File: src/rtl/ws2812_pkg.sv
// Shared WS2812 line timing and FSM encoding, used by both receiver and transmitter.
package ws2812_pkg;

    // Nominal bit timing in 50 MHz clk cycles
    localparam int unsigned T0H   = 20;
    localparam int unsigned T1H   = 40;
    localparam int unsigned TOTAL = 62;

    localparam int unsigned CLK_THRESH = 30;
    localparam int unsigned MIN_HIGH   = 8;
    localparam int unsigned MAX_HIGH   = 60;
    localparam int unsigned RESET_CYC  = 2500;

    localparam logic [1:0] ST_IDLE = 2'd0;
    localparam logic [1:0] ST_HIGH = 2'd1;
    localparam logic [1:0] ST_LOW  = 2'd2;

endpackage

File: src/rtl/sync2.sv
// Two-flop synchronizer for the asynchronous serial line.
module sync2 (
    input  logic clk,
    input  logic reset_n,
    input  logic d,
    output logic q
);

    logic meta;

    always_ff @(posedge clk or negedge reset_n) begin
        if (!reset_n) begin
            meta <= 1'b0;
            q    <= 1'b0;
        end else begin
            meta <= d;
            q    <= meta;
        end
    end

endmodule

File: src/rtl/ws2812_receiver.sv
// WS2812 pulse-width decoder: assembles 24-bit pixels, detects frame end and forwards
// the remainder of the stream once the first CONSUME pixels have been taken.
module ws2812_receiver #(
    parameter int unsigned CLK_THRESH = ws2812_pkg::CLK_THRESH,
    parameter int unsigned MIN_HIGH   = ws2812_pkg::MIN_HIGH,
    parameter int unsigned MAX_HIGH   = ws2812_pkg::MAX_HIGH,
    parameter int unsigned RESET_CYC  = ws2812_pkg::RESET_CYC,
    parameter int unsigned CONSUME    = 1
) (
    input  logic        clk,
    input  logic        reset_n,
    input  logic        din,
    output logic [23:0] pixel_data,
    output logic        pixel_valid,
    output logic [15:0] pixel_count,
    output logic        frame_done,
    output logic        err,
    output logic        dout,
    output logic        busy
);

    import ws2812_pkg::*;

    logic        din_s;
    logic        din_d;
    logic        rise;
    logic        fall;
    logic [1:0]  state_q;
    logic [1:0]  state_d;
    logic [11:0] cnt_q;
    logic [12:0] width;
    logic        bad_width;
    logic        bit_val;
    logic        classify;
    logic        frame_end;
    logic        consumed;
    logic        fwd_q;
    logic        fwd_d;
    logic [23:0] shift_q;
    logic [4:0]  bit_cnt_q;

    sync2 u_sync2 (
        .clk     (clk),
        .reset_n (reset_n),
        .d       (din),
        .q       (din_s)
    );

    assign rise = din_s & ~din_d;
    assign fall = ~din_s & din_d;

    // The counter clears on the edge itself, so the pulse width is one more than its value
    assign width     = {1'b0, cnt_q} + 13'd1;
    assign bad_width = (width < 13'(MIN_HIGH)) || (width > 13'(MAX_HIGH));
    assign bit_val   = (width >= 13'(CLK_THRESH));
    assign classify  = (state_q == ST_HIGH) && fall;
    assign frame_end = (state_q == ST_LOW) && !rise && (width >= 13'(RESET_CYC));
    assign consumed  = ({16'd0, pixel_count} >= CONSUME);

    // frame_done guards the cycle where pixel_count still holds the previous frame's total
    always_comb begin
        fwd_d = fwd_q | (rise & consumed & ~frame_done);
        if (frame_end) begin
            fwd_d = 1'b0;
        end
    end

    always_comb begin
        state_d = state_q;
        case (state_q)
            ST_IDLE: if (rise) state_d = ST_HIGH;
            ST_HIGH: if (fall) state_d = ST_LOW;
            ST_LOW: begin
                if (rise) begin
                    state_d = ST_HIGH;
                end else if (frame_end) begin
                    state_d = ST_IDLE;
                end
            end
            default: state_d = ST_IDLE;
        endcase
    end

    always_ff @(posedge clk or negedge reset_n) begin
        if (!reset_n) begin
            state_q     <= ST_IDLE;
            din_d       <= 1'b0;
            cnt_q       <= 12'd0;
            shift_q     <= 24'd0;
            bit_cnt_q   <= 5'd0;
            pixel_data  <= 24'd0;
            pixel_valid <= 1'b0;
            pixel_count <= 16'd0;
            frame_done  <= 1'b0;
            err         <= 1'b0;
            busy        <= 1'b0;
            fwd_q       <= 1'b0;
            dout        <= 1'b0;
        end else begin
            state_q     <= state_d;
            din_d       <= din_s;
            pixel_valid <= 1'b0;
            frame_done  <= 1'b0;
            err         <= 1'b0;
            fwd_q       <= fwd_d;
            dout        <= fwd_d & din_s;

            if (rise || fall) begin
                cnt_q <= 12'd0;
            end else if (cnt_q != 12'hFFF) begin
                cnt_q <= cnt_q + 12'd1;
            end

            if (classify) begin
                if (bad_width) begin
                    err       <= 1'b1;
                    shift_q   <= 24'd0;
                    bit_cnt_q <= 5'd0;
                end else if (bit_cnt_q == 5'd23) begin
                    pixel_data  <= {shift_q[22:0], bit_val};
                    pixel_valid <= 1'b1;
                    if (pixel_count != 16'hFFFF) begin
                        pixel_count <= pixel_count + 16'd1;
                    end
                    shift_q   <= 24'd0;
                    bit_cnt_q <= 5'd0;
                end else begin
                    shift_q   <= {shift_q[22:0], bit_val};
                    bit_cnt_q <= bit_cnt_q + 5'd1;
                end
            end

            if (frame_end) begin
                frame_done <= 1'b1;
                busy       <= 1'b0;
                if (bit_cnt_q != 5'd0) begin
                    err <= 1'b1;
                end
                shift_q   <= 24'd0;
                bit_cnt_q <= 5'd0;
            end

            if (frame_done) begin
                pixel_count <= 16'd0;
            end

            if ((state_q == ST_IDLE) && rise) begin
                busy <= 1'b1;
            end
        end
    end

endmodule

File: config.mk
export PLATFORM = sky130hd
export DESIGN_NAME = ws2812_receiver
export DESIGN_NICKNAME = d
export VERILOG_FILES = /design/src/rtl/ws2812_pkg.sv /design/src/rtl/sync2.sv /design/src/rtl/ws2812_receiver.sv
export SDC_FILE = /design/constraint.sdc
export NUM_CORES = 1
export LEC_CHECK = 0
export CELL_PAD_IN_SITES_DETAIL_PLACEMENT = 0
export CELL_PAD_IN_SITES_GLOBAL_PLACEMENT = 1
export CORE_MARGIN = 5
export CORE_UTILIZATION = 45
export CTS_BUF_LIST = sky130_fd_sc_hd__clkbuf_16
export CTS_CLUSTER_SIZE = 28
export DETAILED_ROUTE_END_ITERATION = 8
export PLACE_DENSITY_LB_ADDON = 0.08
export SLEW_MARGIN = 20
export SYNTH_ARGS = -nofsm -noshare
export SYNTH_HDL_FRONTEND = slang
export SYNTH_SLANG_ARGS = --single-unit
File: constraint.sdc
create_clock -name clk -period 4.06 [get_ports clk]
set_clock_uncertainty 0.2 [all_clocks]
set_input_delay 0.406 -clock clk [delete_from_list [all_inputs] [get_ports clk]]
set_output_delay 0.406 -clock clk [all_outputs]
set_load 0.05 [all_outputs]
**After elaboration in Yosys (flattened, before gate mapping)**

Index checks and enable logic that the tools add are counted.

- Flip-flop bits (word level): 91

- Bitwise operators: 10
- Reduce and logical (&&, ||, !) cells: 18
- Eq/ne operators: 9
- Mux-type cells: 31
- Add/subtract/negate cells: 4
- Magnitude comparators: 5

Operator list:

| cell | number |
|---|---|
| $mux W23 | 4 |
| $mux W16 | 5 |
| $mux W12 | 2 |
| $mux W5 | 4 |
| $add A16 B1 Y16 const B | 1 |
| $ge A16 B1 Y1 const B | 1 |
| $ne A16 B16 Y1 const B | 1 |
| $add A12 B1 Y13 const B | 1 |
| $ge A13 B12 Y1 const B | 1 |
| $ge A13 B5 Y1 const B | 1 |
| $gt A13 B6 Y1 const B | 1 |
| $lt A13 B4 Y1 const B | 1 |
| $add A12 B1 Y12 const B | 1 |
| $ne A12 B12 Y1 const B | 1 |
| $reduce_bool A2 Y1 | 6 |
| $mux W1 | 11 |
| $mux W2 | 4 |
| $ne A2 B2 Y1 const B | 3 |
| $pmux W2 S3 | 1 |
| $reduce_and A3 Y1 | 2 |
| $add A5 B1 Y5 const B | 1 |
| $and A1 B1 Y1 | 5 |
| $eq A5 B5 Y1 const B | 1 |
| $reduce_bool A5 Y1 | 1 |
| 10 further kinds | 17 |

**Logic depth before layout (Yosys ltp)**

- Depth in word-level cells: 8
- Mapped depth: 11
- Gate-level depth less buffers: 8

**Hierarchy**

A second synthesis with hierarchy kept.

- Cells, all modules: 389
- Area, all modules: 4319.1 µm²

By module, submodules not included:

| module | area each (µm²) | seq. area each (µm²) | times used | cells each |
|---|---|---|---|---|
| ws2812_receiver | 4269.1 | 2227.1 | 1 | 387 |
| sync2 | 50.0 | 50.0 | 1 | 2 |

**Least setup slack after synthesis**

No wires, ideal clock.

- Kind: reg-to-reg
- Start point: register cnt_q[0]
- End point: register pixel_count[15]
- Library setup time: 0.125 ns
- Buffers on the path: 3
- Setup slack: 0.891 ns
- Stages on the path, launching flop included: 12
- Arrival: 2.844 ns
- Period minus slack after synthesis: 3.169 ns
- Cells stage by stage: dfrtp_1 -> ha_1 -> buf_6 -> and3_4 -> buf_6 -> a31oi_1 -> o21ai_1 -> a211o_1 -> or4_1 -> buf_2 -> nor4_1 -> mux2_2

- Word-level cells in the longest chain between the ends: 5

RTL lines:

| element | RTL line | RTL |
|---|---|---|
| from (decl) | ws2812_receiver.sv:30 | `logic [11:0] cnt_q;` |
| from (signal assigned) | ws2812_receiver.sv:111 | `cnt_q <= cnt_q + 12'd1;` |
| $add A12 B1 Y13 (*) | ws2812_receiver.sv:53 | `assign width = {1'b0, cnt_q} + 13'd1;` |
| $lt A13 B4 Y1 / $gt A13 B6 Y1 (equally long branches) | ws2812_receiver.sv:54 | `assign bad_width = (width < 13'(MIN_HIGH)) \|\| (width > 13'(MAX_HIGH));` |
| $logic_or A1 B1 Y1 (*) | ws2812_receiver.sv:54 |  |
| $ne A2 B2 Y1 (no source line) (*) | - |  |
| $reduce_and A4 Y1 (no source line) (*) | - |  |
| to (signal assigned) | ws2812_receiver.sv:123 | `pixel_count <= pixel_count + 16'd1;` |
| to (decl) | ws2812_receiver.sv:15 | `output logic [15:0] pixel_count,` |

Every way passes the cells marked *; elsewhere a longest branch is shown, timed or not.
A chain may end at the register's enable or synchronous reset.

**Worst setup path in the final report**

Ends and elaborated chain as after synthesis.

==> flow_metrics.tcl <==
set metrics [dict create \
    status "finished, violations left" \
    violations "negative hold slack" \
    regToRegSetupSlack_ns 0.71 \
    first_global_vias 2986 \
    r2r-end "pixel_count[15]" \
    synthDistinctLibCells 54 \
    crit_chain "ha_1 > and3_4 > nor3b_1 > mux2i_1 > a211o_1 > or4_1 > nor4_1 > mux2_2" \
    synthCells 382 \
    slew_headroom_pct 35.5 \
    synthArstFlopShare_pct 100 \
    min_period_ns 3.35 \
    finalSetupViolCount 0 \
    ant_nets 0 \
    critPathKind "reg2reg" \
    rsz0062_at_grt "false" \
    clockBufferDepth 2 \
    htree_levels 3 \
    synth_top_family_by_area "simple AND/OR/NAND/NOR gates" \
    rr_worst_depth 8 \
    drv_cap 0 \
    synthAdderAreaFrac_pct 2.34 \
    synth_area_um2 4270 \
    wl_per_cell_um 15.4 \
    grt_usage_pct 15.6 \
    dieWidth_um 107 \
    synthSimpleGateAreaFrac_pct 17.0 \
    die_h_um 107 \
    cts_setup_buffers 0 \
    clk_latency_ns 0.34 \
    vdd_drop_max_mv 0.170 \
    grtUsageMet1_pct 21.7 \
    wl_mm 8.57 \
    crit_slowest_cell "or4_1" \
    busiest_layer "met2" \
    report.final.slew_viol_count 0 \
    ys_ff_latch 91 \
    leakage_nw 2.29 \
    cts_resized 0 \
    port-buffer-count 47 \
    ys_warn_count 0 \
    dp_hpwl_mm 5.93 \
    row_count 35 \
    gp_congestion 0.862 \
    worst_slew_pin_slew_ns 0.967 \
    grt_max_degree 69 \
    start_kind "register" \
    grt.met3_usage_pct 3.12 \
    min_path_type "in2async" \
    drtIter0Drc 121 \
    use_met2_pct 24.5 \
    finalSetupTns_ns 0 \
    r2r-start "cnt_q[0]" \
    clk_pin_slew_ns 0.07 \
    fmax_ghz 0.299 \
    syn_to_final_growth_pct 19.3 \
    pre_cts_ws_ns 0.739 \
    synth_ff_type "dfrtp_1" \
    fillCellCount 829 \
    yosysSeqAreaShare_pct 53.3 \
    viasPerCell 5.51 \
    max_stage_delay_ns 0.63 \
    antenna_cells 0 \
    synth_mux_area_share_pct 8.06 \
    hold_ws_ns -0.0288 \
    pin_count 48 \
    cp_data_required_time_ns 4.08 \
    syn-num-nets 393 \
    die_area_um2 11500 \
    worst_slack_ns 0.714 \
    post-route-period-util_pct 82.4 \
    synth-edff-count 0 \
    critPathCaptureType "register" \
    drc 0 \
    core_area_um2 9240 \
    fin_nets 433 \
    drtPass1Iterations 4 \
    hold_buffers 0 \
    critPathMaxFanout 9 \
    cts_tree "built" \
    power_density_nw_per_um2 354 \
    cts_root_buf "clkbuf_16" \
    start_util_pct 46.2 \
    worst-endpoint-arrival_ns 3.36 \
    syn-mean-instance-area_um2 11.2 \
    grt_pass1_wl_mm 14.5 \
    vias 3063 \
    finalHoldViolCount 30 \
    numCtsBuffers 9 \
    overflow 0 \
    synth-compound-area-share_pct 13.5 \
    clock-sinks 91 \
    drive_above_1_share_pct 12.6 \
    antenna_found_initial 0 \
    synthXorXnorAreaFrac_pct 1.85 \
]
==> placed cells by master, fill, tap and decap left out, drive strengths merged, types with 4 or more instances in the layout <==
master / n
a31oi: 4
o21ai: 15
nand2: 19
mux2i: 4
nand3: 9
nor3: 7
clkbuf: 9
nor4: 6
and3: 13
or3: 14
nor3b: 4
clkdlybuf4s50: 46
mux2: 27
or4: 5
xnor2: 6
ha: 8
a22o: 25
nor2: 25
nand4: 7
inv: 16
buf: 5
dfrtp: 91
a21oi: 21
==> worst max path at each step <==
stage                 endpoint  startpoint  cells after the start  slack [ns]
4_1_cts        pixel_count[15]    cnt_q[0]                      8        0.72
6_report       pixel_count[15]    cnt_q[0]                      8        0.71
3_5_place_dp   pixel_count[15]    cnt_q[0]                      8        0.74
5_1_grt        pixel_count[15]    cnt_q[0]                      8        0.48
3_3_place_gp     pixel_data[2]    cnt_q[0]                      7        0.83
2_1_floorplan  pixel_count[15]    cnt_q[0]                     11        0.89
==> cells by family (layout without fill, tap and decap cells) <==
| logic type | after synthesis | count (layout) |
|---|---|---|
| compound gates | 84 | 84 |
| xor+xnor | 9 | 9 |
| fa+ha+maj | 8 | 8 |
| buf+inv | 34 | 79 |
| flops | 91 | 91 |
| mux | 31 | 31 |
| simple gates | 125 | 125 |
==> synth_stat cells, types with 3 or more instances <==
cell type,instances,share of area [%]
dfrtp_1,91,53
a22o_1,25,5.1
mux2_2,25,6.6
nor2_1,25,2.2
a21oi_1,21,2.5
nand2_1,19,1.7
o21ai_0,14,1.6
or3_1,14,2.1
and3_1,12,1.8
inv_1,12,1.1
ha_1,8,2.3
nand3_1,8,0.94
buf_2,7,0.82
clkbuf_1,7,0.62
nand4_1,6,0.88
nor4_1,6,0.88
xnor2_1,6,1.2
nor3_1,5,0.59
or4_1,5,0.88
a31oi_1,4,0.59
mux2i_1,4,0.94
nor3b_1,4,0.70
buf_6,3,0.79
nand4b_1,3,0.62
nor2b_1,3,0.44
nor4b_1,3,0.62
o31ai_1,3,0.53
xor2_1,3,0.62
==> registers in the layout, indices dropped and copies added, names as in the netlist <==
| name | flops |
|---|---|
| din_d | 1 |
| pixel_valid | 1 |
| u_sync2.meta | 1 |
| cnt_q | 12 |
| u_sync2.q | 1 |
| dout | 1 |
| bit_cnt_q | 5 |
| shift_q | 23 |
| busy | 1 |
| err | 1 |
| frame_done | 1 |
| state_q | 2 |
| pixel_count | 16 |
| pixel_data | 24 |
| fwd_q | 1 |
==> layout make-up <==
cell class / count / area, µm² / share of cell area (%)
clock inverter: 7 / 60.1 / 1.18
inverter: 12 / 45.0 / 0.885
tap: 129 / 161 / 3.17
clock buffer: 9 / 225 / 4.42
timing repair buffer: 51 / 498 / 9.78
multi-input combinational: 257 / 1820 / 35.8
sequential: 91 / 2280 / 44.7
==> through the flow <==
step           cell area, µm²  std cells  util (%)  power, mW
3_5_place_dp             4810        540      52.0       1.03
2_1_floorplan            4270        382         -      0.998
3_3_place_gp             4810        540      52.0       1.03
6_report                 5090        556      55.1       1.80
5_1_grt                  5090        556      55.1       1.88
4_1_cts                  5090        556      55.1       1.83
==> critical path, delay by kind of cell, from the launching register on <==
kind                     cells  cell delay (ns)
AO/OA/AOI/OAI                1             0.32
adder cells (fa/ha/maj)      1             0.34
flip-flops                   1             0.47
multiplexers                 2             0.52
AND/OR/NAND/NOR              4             1.38
==> per-layer routing <==
metal | part of all wire (%) | vias to the layer above
li1 | - | 1495
met1 | 48 | 1515
met2 | 46 | 42
met3 | 3.8 | 11
met4 | 1.3 | 0
met5 | 0 | -
==> where the power goes <==
| group | leakage, nW | switching [mW] | internal, mW |
|---|---|---|---|
| Combinational | 0.896 | 0.0518 | 0.0250 |
| Sequential | 1.25 | 0.0164 | 0.918 |
| Clock | 0.138 | 0.364 | 0.427 |
Power figures use the tool's default switching activity.
